`config.mk`:
```
export PLATFORM = sky130hd
export DESIGN_NAME = pcie_route_nxm
export DESIGN_NICKNAME = d
export VERILOG_FILES = /design/src/rtl/pcie_route_nxm.sv
export SDC_FILE = /design/constraint.sdc
export NUM_CORES = 1
export LEC_CHECK = 0
export ABC_AREA = 1
export CAP_MARGIN = 10
export CORE_MARGIN = 5
export CORE_UTILIZATION = 50
export DETAILED_ROUTE_END_ITERATION = 10
export PLACE_DENSITY_LB_ADDON = 0.2
export SYNTH_ARGS = -nofsm -noshare
export SYNTH_HDL_FRONTEND = slang
export SYNTH_SLANG_ARGS = --single-unit
```
`constraint.sdc`:
```
create_clock -name clk -period 2.3 [get_ports clk]
set_clock_uncertainty 0.05 [all_clocks]
set_input_delay 0.46 -clock clk [delete_from_list [all_inputs] [get_ports clk]]
set_output_delay 0.46 -clock clk [all_outputs]
set_load 0.05 [all_outputs]
```
`src/rtl/pcie_route_nxm.sv`:
```
// pcie_route_nxm: drains NUM_IN first-word-fall-through ingress FIFOs with a
// round-robin arbiter. Each word is routed by its destination field into one of
// NUM_OUT internal FWFT egress FIFOs.
//
// Ports:
//   clk, reset (async, active-low)
//   in_data/in_empty/in_pop  : ingress heads, empty flags, one-hot pop (comb)
//   out_pop                  : consumer pop per egress FIFO
//   out_data                 : egress FIFO head words (0 while empty)
//   out_empty/out_full/out_almost_full/out_almost_empty : registered flags
//   out_error                : sticky overflow/underflow per egress FIFO
//   pause                    : OR of almost_full flags, stalls ingress
//   route_err                : sticky, a word with an out-of-range destination was dropped
module pcie_route_nxm #(
    parameter int unsigned NUM_IN   = 2,
    parameter int unsigned NUM_OUT  = 2,
    parameter int unsigned DATA_W   = 10,
    parameter int unsigned DEPTH    = 4,
    parameter int unsigned AF_LEVEL = 3,
    parameter int unsigned AE_LEVEL = 1
) (
    input  logic                      clk,
    input  logic                      reset,
    input  logic [NUM_IN*DATA_W-1:0]  in_data,
    input  logic [NUM_IN-1:0]         in_empty,
    output logic [NUM_IN-1:0]         in_pop,
    input  logic [NUM_OUT-1:0]        out_pop,
    output logic [NUM_OUT*DATA_W-1:0] out_data,
    output logic [NUM_OUT-1:0]        out_empty,
    output logic [NUM_OUT-1:0]        out_full,
    output logic [NUM_OUT-1:0]        out_almost_full,
    output logic [NUM_OUT-1:0]        out_almost_empty,
    output logic [NUM_OUT-1:0]        out_error,
    output logic                      pause,
    output logic                      route_err
);

    localparam int unsigned SEL_W = (NUM_OUT > 2) ? $clog2(NUM_OUT) : 1;
    localparam int unsigned IN_W  = (NUM_IN > 2) ? $clog2(NUM_IN) : 1;
    localparam int unsigned IDX_W = IN_W + 1;
    localparam int unsigned PTR_W = $clog2(DEPTH);
    localparam int unsigned CNT_W = PTR_W + 1;

    logic [IN_W-1:0]    rr_ptr;
    logic [IN_W-1:0]    grant;
    logic               grant_vld;
    logic               pop_vld;
    logic [DATA_W-1:0]  word;
    logic [SEL_W-1:0]   dest;
    logic               dest_ok;
    logic [NUM_OUT-1:0] push;

    // Pause is taken straight from the registered almost_full flags.
    assign pause = |out_almost_full;

    // Round-robin search: first non-empty channel at or after rr_ptr, wrapping.
    always_comb begin
        logic [IDX_W-1:0] sum;
        sum       = '0;
        grant     = '0;
        grant_vld = 1'b0;
        for (int unsigned k = 0; k < NUM_IN; k++) begin
            sum = {1'b0, rr_ptr} + IDX_W'(k);
            if (sum >= IDX_W'(NUM_IN)) begin
                sum = sum - IDX_W'(NUM_IN);
            end
            if (!grant_vld && !in_empty[IN_W'(sum)]) begin
                grant_vld = 1'b1;
                grant     = IN_W'(sum);
            end
        end
    end

    // Reset gating keeps ingress untouched while reset is held.
    assign pop_vld = grant_vld & ~pause & reset;
    assign in_pop  = pop_vld ? (NUM_IN'(1'b1) << grant) : '0;

    // Select the granted head word and decode its destination field.
    always_comb begin
        word = '0;
        for (int unsigned i = 0; i < NUM_IN; i++) begin
            if (grant == IN_W'(i)) begin
                word = in_data[i*DATA_W +: DATA_W];
            end
        end
    end

    assign dest    = word[DATA_W-1 -: SEL_W];
    assign dest_ok = (32'(dest) < NUM_OUT);

    always_comb begin
        push = '0;
        for (int unsigned j = 0; j < NUM_OUT; j++) begin
            push[j] = pop_vld && dest_ok && (dest == SEL_W'(j));
        end
    end

    // Arbiter pointer and sticky routing error.
    always_ff @(posedge clk or negedge reset) begin
        if (!reset) begin
            rr_ptr    <= '0;
            route_err <= 1'b0;
        end else begin
            if (pop_vld) begin
                rr_ptr <= (grant == IN_W'(NUM_IN - 1)) ? '0 : IN_W'(grant + 1'b1);
                if (!dest_ok) begin
                    route_err <= 1'b1;
                end
            end
        end
    end

    // Egress FIFOs: circular buffers with flags registered from the next count.
    for (genvar j = 0; j < NUM_OUT; j++) begin : g_out
        logic [DATA_W-1:0] mem [DEPTH];
        logic [PTR_W-1:0]  wr_ptr;
        logic [PTR_W-1:0]  rd_ptr;
        logic [CNT_W-1:0]  cnt;
        logic [CNT_W-1:0]  cnt_nxt;
        logic              empty_q;
        logic              full_q;
        logic              af_q;
        logic              ae_q;
        logic              err_q;
        logic              push_ok;
        logic              pop_ok;

        assign push_ok = push[j] & ~full_q;
        assign pop_ok  = out_pop[j] & ~empty_q;

        always_comb begin
            cnt_nxt = cnt;
            case ({push_ok, pop_ok})
                2'b10:   cnt_nxt = cnt + 1'b1;
                2'b01:   cnt_nxt = cnt - 1'b1;
                default: cnt_nxt = cnt;
            endcase
        end

        always_ff @(posedge clk or negedge reset) begin
            if (!reset) begin
                wr_ptr  <= '0;
                rd_ptr  <= '0;
                cnt     <= '0;
                empty_q <= 1'b1;
                full_q  <= 1'b0;
                af_q    <= 1'b0;
                ae_q    <= 1'b1;
                err_q   <= 1'b0;
            end else begin
                if (push_ok) begin
                    wr_ptr <= PTR_W'(wr_ptr + 1'b1);
                end
                if (pop_ok) begin
                    rd_ptr <= PTR_W'(rd_ptr + 1'b1);
                end
                cnt     <= cnt_nxt;
                empty_q <= (cnt_nxt == '0);
                full_q  <= (cnt_nxt == CNT_W'(DEPTH));
                af_q    <= (cnt_nxt >= CNT_W'(AF_LEVEL));
                ae_q    <= (cnt_nxt <= CNT_W'(AE_LEVEL));
                if ((push[j] && full_q) || (out_pop[j] && empty_q)) begin
                    err_q <= 1'b1;
                end
            end
        end

        // Storage needs no reset; the empty flag masks stale contents.
        always_ff @(posedge clk) begin
            if (push_ok) begin
                mem[wr_ptr] <= word;
            end
        end

        assign out_data[j*DATA_W +: DATA_W] = empty_q ? '0 : mem[rd_ptr];
        assign out_empty[j]        = empty_q;
        assign out_full[j]         = full_q;
        assign out_almost_full[j]  = af_q;
        assign out_almost_empty[j] = ae_q;
        assign out_error[j]        = err_q;
    end

endmodule

```
==> results.sh <==
export IMPL_crit_fanout=4
export IMPL_setup_viol=0
export IMPL_synth_edf_count=80
export IMPL_critPathMaxStageDelay_ns=0.44
export IMPL_die_width_um=106
export IMPL_stdcell_count=627
export IMPL_period_needed_ns=2.25
export IMPL_synthMostInstantiatedCell="nor2_1"
export IMPL_top_layer="met4"
export IMPL_start_kind="input pin"
export IMPL_clock_latency_ns=0.36
export IMPL_synth_seq_cells=105
export IMPL_cts_buffers=9
export IMPL_slowest_stage="clkdlybuf4s50_1"
export IMPL_synth_fp_nets=467
export IMPL_start_util_pct=50.8
export IMPL_synth_top_cell_area_share_pct=51.7
export IMPL_rrSetupSlack_ns=0.16
export IMPL_clk_pin_slew_worst_paths_ns=0.09
export IMPL_htreeDepth=3
export IMPL_grt_pass1_wl_mm=15.6
export IMPL_min_to="g_out[0].err_q"
export IMPL_synth_area_top_cells="edfxtp_1 (52%), dfrtp_1 (11%), nor2_1 (7.8%), nand2_1 (4.7%), o21ai_0 (4.0%)"
export IMPL_tightestPinTransition_ns=0.517
export IMPL_synth_async_reset_ratio_pct=23.8
export IMPL_grt_max_degree=26
export IMPL_drt_first_pass_iters=4
export IMPL_fillers=730
export IMPL_overflow=0
export IMPL_via_count=3165
export IMPL_first_global_vias=3158
export IMPL_required_ns=1.79
export IMPL_worst_ep_arrival_time_ns=1.74
export IMPL_ant_nets=0
export IMPL_endpoint_kind="output pin"
export IMPL_drc_errors=0
export IMPL_wl_met2_mm=4.90
export IMPL_syn_area_per_cell_um2=10.8
export IMPL_fp_row_count=35
export IMPL_placedCellCount=611
export IMPL_place_hpwl_mm=6.75
export IMPL_ctsHoldBuffers=0
export IMPL_die_h_um=106
export IMPL_yosysWarnings=0
export IMPL_fmax_mhz=445
export IMPL_portBuffers=58
export IMPL_antenna_found_initial=0
export IMPL_post_drt_wl_per_cell_um=15.6
export IMPL_gp_congestion=0.816
export IMPL_clockBufferDepth=2
export IMPL_r2r_start="g_out[1].af_q"
export IMPL_worstSetupPathType="in -> out"
export IMPL_path_cells="clkdlybuf4s50_1 -> nand2_1 -> nand2_2 -> nor2_8 -> buf_4 -> inv_2 -> nor2_4 -> buf_12"
export IMPL_seq_area_frac_synth_pct=65.2
export IMPL_track_usage_pct=17.6
export IMPL_synth_top_cell_by_area="edfxtp_1"
export IMPL_synth_area_um2=4650
export IMPL_slew_headroom_pct=65.4
export IMPL_fin_nets=550
export IMPL_cts_tree="yes"
export IMPL_finalWirelength_mm=9.77
export IMPL_viasPerCell=5.05
export IMPL_whs_path_depth=2
export IMPL_rr_endpoint="g_out[1].cnt[2]"
export IMPL_yosys_most_used_dff="edfxtp_1"
export IMPL_dieArea_um2=11300
export IMPL_hold_violations=0
export IMPL_syn_inst=429
export IMPL_core_um2=9150
export IMPL_min_delay_path_class="reg -> reg"
export IMPL_syn_to_final_growth_pct=28.8
export IMPL_m1WireLength_mm=4.28
export IMPL_drive_gt1_share_pct=21.1
export IMPL_clock_sinks=105
export IMPL_met3_wirelength_um=459
export IMPL_diodes=0
export IMPL_drv_cap=0
export IMPL_ios=60
export IMPL_yosysUniqueCellTypes=28
export IMPL_p_per_area_nw_per_um2=1370
export IMPL_p_leak_nw=2.40
export IMPL_dr_first_iter_drc_count=151
export IMPL_synth_commonest_cells="nor2_1 (97), edfxtp_1 (80), nand2_1 (58)"
export IMPL_status="finished, final reports clean"
export IMPL_min_from="g_out[0].err_q"
export IMPL_vdd_drop_max_v=0.000659
export IMPL_root_buffer="clkbuf_8"
export IMPL_fin_crit_sh_pct=97.6
export IMPL_report_final_slew_viol_count=0
export IMPL_finalPower_w=0.00818
export IMPL_reg2reg_depth=9
-- worst max-delay path: cells and delay by family --
kind | cells | cell delay (ns)
buffers and inverters | 4 | 0.81
AND/OR/NAND/NOR | 4 | 0.46
-- repair_timing --
action / in CTS / in global routing
endpoints found under the setup margin: 7 / 25
gates cloned: 0 / 0
pin swaps: 5 / 6
resized for setup: 6 / 19
setup buffers: 1 / 0
-- layer usage --
metal  vias up  track usage (%)
met5         -                0
met4         0             5.48
met3        13             2.85
met2        84             29.3
met1      1509             23.9
li1       1559                -
-- cells by family after synthesis --
family | share of synthesized area [%]
DFF | 65.2
xor gates and xnor gates | 1.83
and+or+nand+nor | 15.8
buffers and inverters | 6.54
adders and majority gates | 3.55
AOI/OAI and AO/OA | 6.97
other | 0.0807
-- cell type report --
type,instances,area (um2),share of cell area (%)
inverters,39,146,2.45
repair buffers,98,1110,18.5
clock buffers,9,124,2.07
flip-flops and latches,105,3030,50.7
clock inverters,6,51.3,0.857
multi-input cells,259,1380,23.1
well taps,111,139,2.32
-- cell usage in the layout, fill, tap and decap left out, types with 3 or more instances in the layout --
cell              n
nor2_1           96
edfxtp_1         80
nand2_1          56
buf_4            38
o21ai_0          37
inv_1            36
clkdlybuf4s50_1  32
buf_12           22
dfrtp_1          20
a21oi_1          19
clkbuf_8          9
ha_1              8
nand3_1           6
xor2_1            6
a21oi_2           4
nand4_1           4
dfstp_2           4
buf_6             4
o21ai_1           3
nand2_2           3
clkinvlp_4        3
-- through the flow --
stage	worst slack (ns)	utilization [%]	hold WS, ns	TNS, ns	cell area, um2
finish	0.0546	65.4	0.431	0	5990
CTS	0.00138	64.6	0.437	0	5910
global route	-0.0102	65.4	0.458	-0.0168	5990
floorplan	0.0573	-	0.114	0	4650
global placement	-0.367	62.5	0.413	-3.25	5720
detailed placement	-0.442	62.5	0.414	-4.03	5720
-- sequential cells by signal, summed over array words and instances (netlist names) --
register       cells
g_out.err_q        2
g_out.mem         80
g_out.af_q         2
g_out.cnt          6
rr_ptr             1
g_out.rd_ptr       4
g_out.empty_q      2
g_out.full_q       2
g_out.wr_ptr       4
g_out.ae_q         2
-- power breakdown --
group | switching [W] | total, W | internal (W)
Sequential | 0.000159 | 0.00251 | 0.00235
Clock | 0.000641 | 0.00104 | 0.000403
Combinational | 0.00275 | 0.00463 | 0.00189
-- worst max-delay path by stage --
stage	startpoint	to	slack [ns]	cells past startpoint
CTS	in_empty[1]	g_out[1].full_q	0.001	13
detailed placement	in_empty[0]	g_out[1].full_q	-0.44	13
global placement	in_empty[0]	g_out[1].full_q	-0.37	13
finish	in_empty[1]	in_pop[1]	0.05	8
global route	in_empty[1]	in_pop[0]	-0.01	7
floorplan	g_out[1].af_q	g_out[1].full_q	0.06	11
Note: power is estimated with default switching activity, not from simulation.
